--- config.mk ---
export PLATFORM = sky130hd
export DESIGN_NAME = pause_dim_flat
export DESIGN_NICKNAME = d
export VERILOG_FILES = /design/src/rtl/pause_dim_if.sv /design/src/rtl/pause_dim.sv /design/src/flat_wrapper.sv
export SDC_FILE = /design/constraint.sdc
export NUM_CORES = 1
export LEC_CHECK = 0
export ABC_AREA = 1
export CAP_MARGIN = 20
export CORE_MARGIN = 3
export CORE_UTILIZATION = 36
export CTS_BUF_LIST = sky130_fd_sc_hd__clkbuf_16
export DETAILED_ROUTE_END_ITERATION = 10
export GPL_ROUTABILITY_DRIVEN = 1
export PLACE_DENSITY = 0.8
export SETUP_SLACK_MARGIN = 0.5
export SYNTH_ARGS = -nofsm -noshare
export SYNTH_HDL_FRONTEND = slang
export SYNTH_SLANG_ARGS = --single-unit
--- constraint.sdc ---
create_clock -name clk_sys -period 1 [get_ports clk_sys]
set_input_delay 0.15 -clock clk_sys [delete_from_list [all_inputs] [get_ports clk_sys]]
set_output_delay 0.15 -clock clk_sys [all_outputs]
set_load 0.02 [all_outputs]
--- src/rtl/pause_dim_if.sv ---
// Pixel stream bundle: pixel enable, syncs, blanks and packed RGB332.
// master drives the stream, slave consumes it.
interface pause_dim_if;
  logic       ce;
  logic       hs;
  logic       vs;
  logic       hblank;
  logic       vblank;
  logic [7:0] rgb;

  modport master (
    output ce, hs, vs, hblank, vblank, rgb
  );

  modport slave (
    input ce, hs, vs, hblank, vblank, rgb
  );
endinterface

--- src/rtl/pause_dim.sv ---
// Pause toggle with OSD-forced pause and screen dimming after a long pause.
// Define PAUSE_DIM_EN to build the dim counter and DIMMED state.
module pause_dim #(
  parameter logic [31:0] DIM_CYCLES = 32'd240000000
) (
  input  logic clk_sys,
  input  logic reset,
  input  logic pause_btn,
  input  logic osd_status,
  input  logic osd_pause_en,
  pause_dim_if.slave  src,
  pause_dim_if.master dst,
  output logic pause,
  output logic dimmed
);

  if (DIM_CYCLES == 32'd0) begin : g_bad_dim
    $error("DIM_CYCLES must be at least 1");
  end

  logic btn_q;
  logic armed;
  logic user_pause;
  logic btn_rise;
  logic user_nxt;
  logic pause_req;
  logic dim_sel;

  // armed masks the first post-reset cycle so a held button cannot toggle
  assign btn_rise  = armed & pause_btn & ~btn_q;
  assign user_nxt  = user_pause ^ btn_rise;
  assign pause_req = user_nxt | (osd_pause_en & osd_status);

  always_ff @(posedge clk_sys) begin
    if (reset) begin
      btn_q      <= 1'b0;
      armed      <= 1'b0;
      user_pause <= 1'b0;
      pause      <= 1'b0;
    end else begin
      btn_q      <= pause_btn;
      armed      <= 1'b1;
      user_pause <= user_nxt;
      pause      <= pause_req;
    end
  end

`ifdef PAUSE_DIM_EN
  typedef enum logic [1:0] {
    RUN,
    PAUSED,
    DIMMED
  } state_t;

  localparam logic [31:0] LAST = DIM_CYCLES - 32'd1;

  state_t      state;
  state_t      state_nxt;
  logic [31:0] cnt;
  logic [31:0] cnt_nxt;

  always_ff @(posedge clk_sys) begin
    if (reset) begin
      state <= RUN;
      cnt   <= '0;
    end else begin
      state <= state_nxt;
      cnt   <= cnt_nxt;
    end
  end

  always_comb begin
    state_nxt = state;
    cnt_nxt   = cnt;
    unique case (state)
      RUN: begin
        if (pause_req) begin
          state_nxt = PAUSED;
          cnt_nxt   = '0;
        end
      end
      PAUSED: begin
        if (!pause_req) begin
          state_nxt = RUN;
          cnt_nxt   = '0;
        end else if (cnt == LAST) begin
          state_nxt = DIMMED;
        end else begin
          cnt_nxt = cnt + 32'd1;
        end
      end
      DIMMED: begin
        if (!pause_req) begin
          state_nxt = RUN;
          cnt_nxt   = '0;
        end
      end
      default: begin
        state_nxt = RUN;
        cnt_nxt   = '0;
      end
    endcase
  end

  assign dimmed  = (state == DIMMED);
  // pixel dims on the same edge the dimmed flag rises
  assign dim_sel = (state_nxt == DIMMED);
`else
  assign dimmed  = 1'b0;
  assign dim_sel = 1'b0;
`endif

  function automatic logic [7:0] halve(input logic [7:0] p);
    return {1'b0, p[7:6], 1'b0, p[4:3], 1'b0, p[1]};
  endfunction

  logic       ce_q;
  logic       hs_q;
  logic       vs_q;
  logic       hb_q;
  logic       vb_q;
  logic [7:0] rgb_q;

  always_ff @(posedge clk_sys) begin
    if (reset) begin
      ce_q  <= 1'b0;
      hs_q  <= 1'b0;
      vs_q  <= 1'b0;
      hb_q  <= 1'b0;
      vb_q  <= 1'b0;
      rgb_q <= 8'h00;
    end else begin
      ce_q  <= src.ce;
      hs_q  <= src.hs;
      vs_q  <= src.vs;
      hb_q  <= src.hblank;
      vb_q  <= src.vblank;
      rgb_q <= dim_sel ? halve(src.rgb) : src.rgb;
    end
  end

  assign dst.ce     = ce_q;
  assign dst.hs     = hs_q;
  assign dst.vs     = vs_q;
  assign dst.hblank = hb_q;
  assign dst.vblank = vb_q;
  assign dst.rgb    = rgb_q;

endmodule
--- src/flat_wrapper.sv ---
// flat-port wrapper written by rule: the top's interface ports become plain ports
module pause_dim_flat 
#(
  parameter logic [31:0] DIM_CYCLES = 32'd240000000
)
  (clk_sys, reset, pause_btn, osd_status, osd_pause_en, pause, dimmed, src_ce, src_hs, src_vs, src_hblank, src_vblank, src_rgb, dst_ce, dst_hs, dst_vs, dst_hblank, dst_vblank, dst_rgb);
  pause_dim_if src_i ();
  pause_dim_if dst_i ();
  input  logic clk_sys;
  input  logic reset;
  input  logic pause_btn;
  input  logic osd_status;
  input  logic osd_pause_en;
  output logic pause;
  output logic dimmed;
  input wire logic [$bits(src_i.ce)-1:0] src_ce;
  input wire logic [$bits(src_i.hs)-1:0] src_hs;
  input wire logic [$bits(src_i.vs)-1:0] src_vs;
  input wire logic [$bits(src_i.hblank)-1:0] src_hblank;
  input wire logic [$bits(src_i.vblank)-1:0] src_vblank;
  input wire logic [$bits(src_i.rgb)-1:0] src_rgb;
  output wire logic [$bits(dst_i.ce)-1:0] dst_ce;
  output wire logic [$bits(dst_i.hs)-1:0] dst_hs;
  output wire logic [$bits(dst_i.vs)-1:0] dst_vs;
  output wire logic [$bits(dst_i.hblank)-1:0] dst_hblank;
  output wire logic [$bits(dst_i.vblank)-1:0] dst_vblank;
  output wire logic [$bits(dst_i.rgb)-1:0] dst_rgb;
  assign src_i.ce = src_ce;
  assign src_i.hs = src_hs;
  assign src_i.vs = src_vs;
  assign src_i.hblank = src_hblank;
  assign src_i.vblank = src_vblank;
  assign src_i.rgb = src_rgb;
  assign dst_ce = dst_i.ce;
  assign dst_hs = dst_i.hs;
  assign dst_vs = dst_i.vs;
  assign dst_hblank = dst_i.hblank;
  assign dst_vblank = dst_i.vblank;
  assign dst_rgb = dst_i.rgb;
  pause_dim #(.DIM_CYCLES(DIM_CYCLES)) u_core (.clk_sys(clk_sys), .reset(reset), .pause_btn(pause_btn), .osd_status(osd_status), .osd_pause_en(osd_pause_en), .src(src_i), .dst(dst_i), .pause(pause), .dimmed(dimmed));
endmodule
==> qor.json <==
{
  "status": "finished, final reports clean",
  "cell_count_along_the_critical_path": 1,
  "coreArea_sq_mm": 0.001318,
  "insertedDiodeCount": 0,
  "max_stage_delay_ns": 0.33,
  "place.port_buffers": 31,
  "synth-main-ff-cell": "sky130_fd_sc_hd__dfxtp_1",
  "detail_route.iter0.violations": 0,
  "remaining_drc_errors": 0,
  "routed_length_per_placed_instance_microns": 9.664,
  "grt_usage_pct": 10.87,
  "worst_skew_pair.late_latency_ns": 0.24,
  "placement.cell_area_sq_um": 899.6,
  "synth.top_cells.by_area": "sky130_fd_sc_hd__dfxtp_1 (66%), sky130_fd_sc_hd__inv_1 (12%), sky130_fd_sc_hd__nor2_1 (10%)",
  "synthDominantAreaCellType": "sky130_fd_sc_hd__dfxtp_1",
  "yosys.area.top_type_share_pct": 65.86,
  "syn_area_per_cell_sq_um": 8.909,
  "design.die.area_sq_mm": 0.001926,
  "synthesis.yosys.warnings": 0,
  "cts_clk_pin_slew_worst_paths_ns": 0.05,
  "vias_per_std_cell": 4.037,
  "grt_first_pass_wirelength_mm": 1.497,
  "rsz0062_at_grt": "true",
  "highest_attainable_clock_frequency_ghz": 1.182,
  "critical_path.slowest_cell": "sky130_fd_sc_hd__dfxtp_4",
  "initial_util_pct": 39.22,
  "finalCritPeriodShare_pct": 84.61,
  "dr.pass1.iters": 1,
  "sequential_cell_area_fraction_in_the_yosys_report_pct": 65.86,
  "stdcell_count": 107,
  "post-cts-setup-buffers": 0,
  "r2r_cells": 5,
  "n_fill_cell": 112,
  "critPathLaunchType": "flop",
  "drive_above_1_share_pct": 43.48,
  "numCtsBuffers": 3,
  "worst_path_maximum_fanout": 1,
  "gr-total-overflow": 0,
  "m3_gr_usage_pct": 4.564,
  "final.setup_skew_ns": 0.0001006,
  "core.rowCount": 13,
  "final-max-slew-violation-count": 0,
  "routed-via-count": 432,
  "pin_count": 33,
  "synth_commonest_cells": "sky130_fd_sc_hd__dfxtp_1 (17), sky130_fd_sc_hd__inv_1 (17), sky130_fd_sc_hd__nor2_1 (14)",
  "cts_sinks": 17,
  "worstSetupEndpointType": "output pin",
  "cts_tree": "done",
  "grt_util_met1_pct": 10.71,
  "clock_tree.htree_level_count": 1,
  "via_count_of_the_first_global_routing_pass": 385,
  "post_synthesis_instance_area_sq_um": 516.7,
  "area_delta_synth_final_pct": 90.31,
  "synth_enable_flop_cells": 0,
  "detailedPlace.worstSlack_ns": -0.06081,
  "largest_net_degree_at_the_start_of_global_routing": 14,
  "finalCriticalPeriod_ns": 0.8461,
  "p_leak_nw": 0.5136,
  "ys_async_sr_fraction_pct": 0,
  "report.final.hold_viol_count": 0,
  "netlist_instances": 58,
  "synth_seq_cells": 17,
  "setup.worst_path.class": "reg -> out",
  "ant_nets": 0,
  "max-cap-violations": 0,
  "cp_top_family": "flip-flops",
  "data_arrival_time_of_the_critical_path_ns": 0.70,
  "timing.setup.tns_ns": 0,
  "top_usage_layer": "met2",
  "total_power_consumption_w": 0.001702,
  "worst_hold_path_type": "in -> reg",
  "grt_antenna_before_repair": 0,
  "max-vdd-ir-drop_mv": 0.9832,
  "total_buffers_and_inverters_traversed_by_the_critical_path": 1,
  "finish.instance_area_sq_um": 983.4,
  "number_of_buffers_on_the_longest_clock_path": 2,
  "dp.cells": 103,
  "syn-num-nets": 76,
  "cp.required_ns": 0.85,
  "final_setup_vio_count": 0,
  "globalRouteMet2Util_pct": 18.31,
  "powerDensity_mw_per_mm2": 1730,
  "hold_depth": 2,
  "floorplan_die_height_microns": 43.89,
  "routabilityCongestion": 0.6461,
  "chipWidth_microns": 43.89,
  "crit_chain": "buf_6",
  "setup_ws_ns": 0.1539,
  "post_synth_cell_types": 11,
  "dp_hpwl_microns": 801.2,
  "nets": 111,
  "postRouteWirelength_mm": 1.034,
  "cts-root-buf": "sky130_fd_sc_hd__clkbuf_16"
}
[metal layers]
layer / vias up / wire length (microns) / part of all wire, %
met5: - / 0 / 0
met4: 0 / 17 / 1.6
met3: 2 / 134 / 13
met2: 24 / 519 / 50
met1: 181 / 362 / 35
li1: 225 / - / -
[final timing paths]
kind / startpoint / endpoint / slack (ns)
max: u_core.dst.rgb[3] / dst_rgb[3] / 0.15
min: reset / u_core.btn_q / 0.13
max reg2reg: u_core.btn_q / u_core.pause / 0.29
min reg2reg: u_core.user_pause / u_core.user_pause / 0.55
[stage by stage]
step                      utilization, %  hold WS (ns)
after floorplan                        -        0.2116
after global placement             68.28        0.5287
after detailed placement           68.28        0.5402
after CTS                          74.26        0.2415
after global routing               74.64        0.1576
final                              74.64        0.1327
[area by class of cell]
class                   instances  area, sq um  share of cell area (%)
clock inverters                 1        3.754                  0.3817
flip-flops and latches         17        395.4                   40.20
well taps                      15        18.77                   1.908
inverters                      18        67.56                   6.870
multi-input cells              21        97.59                   9.924
clock buffers                   3        75.07                   7.634
repair buffers                 32        325.3                   33.08
[worst reg2reg max path: cells and delay by family (launching register included)]
kind                   cells  cell delay, ns
buffers and inverters      1            0.05
AND/OR/NAND/NOR            4            0.29
flip-flops                 1            0.31
[cell usage in the layout (no fill, tap or decap)]
| cell type | count |
|---|---|
| sky130_fd_sc_hd__buf_12 | 1 |
| sky130_fd_sc_hd__buf_6 | 14 |
| sky130_fd_sc_hd__clkbuf_16 | 3 |
| sky130_fd_sc_hd__clkbuf_2 | 1 |
| sky130_fd_sc_hd__clkdlybuf4s50_1 | 2 |
| sky130_fd_sc_hd__conb_1 | 1 |
| sky130_fd_sc_hd__dfxtp_1 | 1 |
| sky130_fd_sc_hd__dfxtp_2 | 2 |
| sky130_fd_sc_hd__dfxtp_4 | 14 |
| sky130_fd_sc_hd__dlygate4sd2_1 | 14 |
| sky130_fd_sc_hd__inv_1 | 17 |
| sky130_fd_sc_hd__inv_2 | 2 |
| sky130_fd_sc_hd__nand2_1 | 1 |
| sky130_fd_sc_hd__nand2_2 | 1 |
| sky130_fd_sc_hd__nand3_1 | 1 |
| sky130_fd_sc_hd__nand3_2 | 2 |
| sky130_fd_sc_hd__nand4_1 | 1 |
| sky130_fd_sc_hd__nor2_1 | 14 |
[cell families after synthesis]
family,after synthesis,synth area share (%)
flip-flops,17,65.86
other,1,0.7257
buffers and inverters,20,16.71
AND/OR/NAND/NOR,20,16.71
[sequential cells by signal, summed over array words and instances, names as in the netlist]
name,flops
u_core.dst.vs,1
u_core.dst.ce,1
u_core.user_pause,1
u_core.dst.rgb,8
u_core.dst.vblank,1
u_core.dst.hblank,1
u_core.armed,1
u_core.dst.hs,1
u_core.btn_q,1
u_core.pause,1
[power by group]
part | total, W | leakage (nW) | switching, W | internal (W)
Clock | 0.000766 | 0.0423 | 0.000237 | 0.000529
Sequential | 0.000721 | 0.150 | 0.0000169 | 0.000704
Combinational | 0.000215 | 0.321 | 0.0000970 | 0.000118
[timing repair]
action	CTS	global route
pin swaps	13	3
endpoints found under the setup margin	31	25
gates resized for setup	100	6
hold buffers	0	0
(Power assumes the default switching activity.)
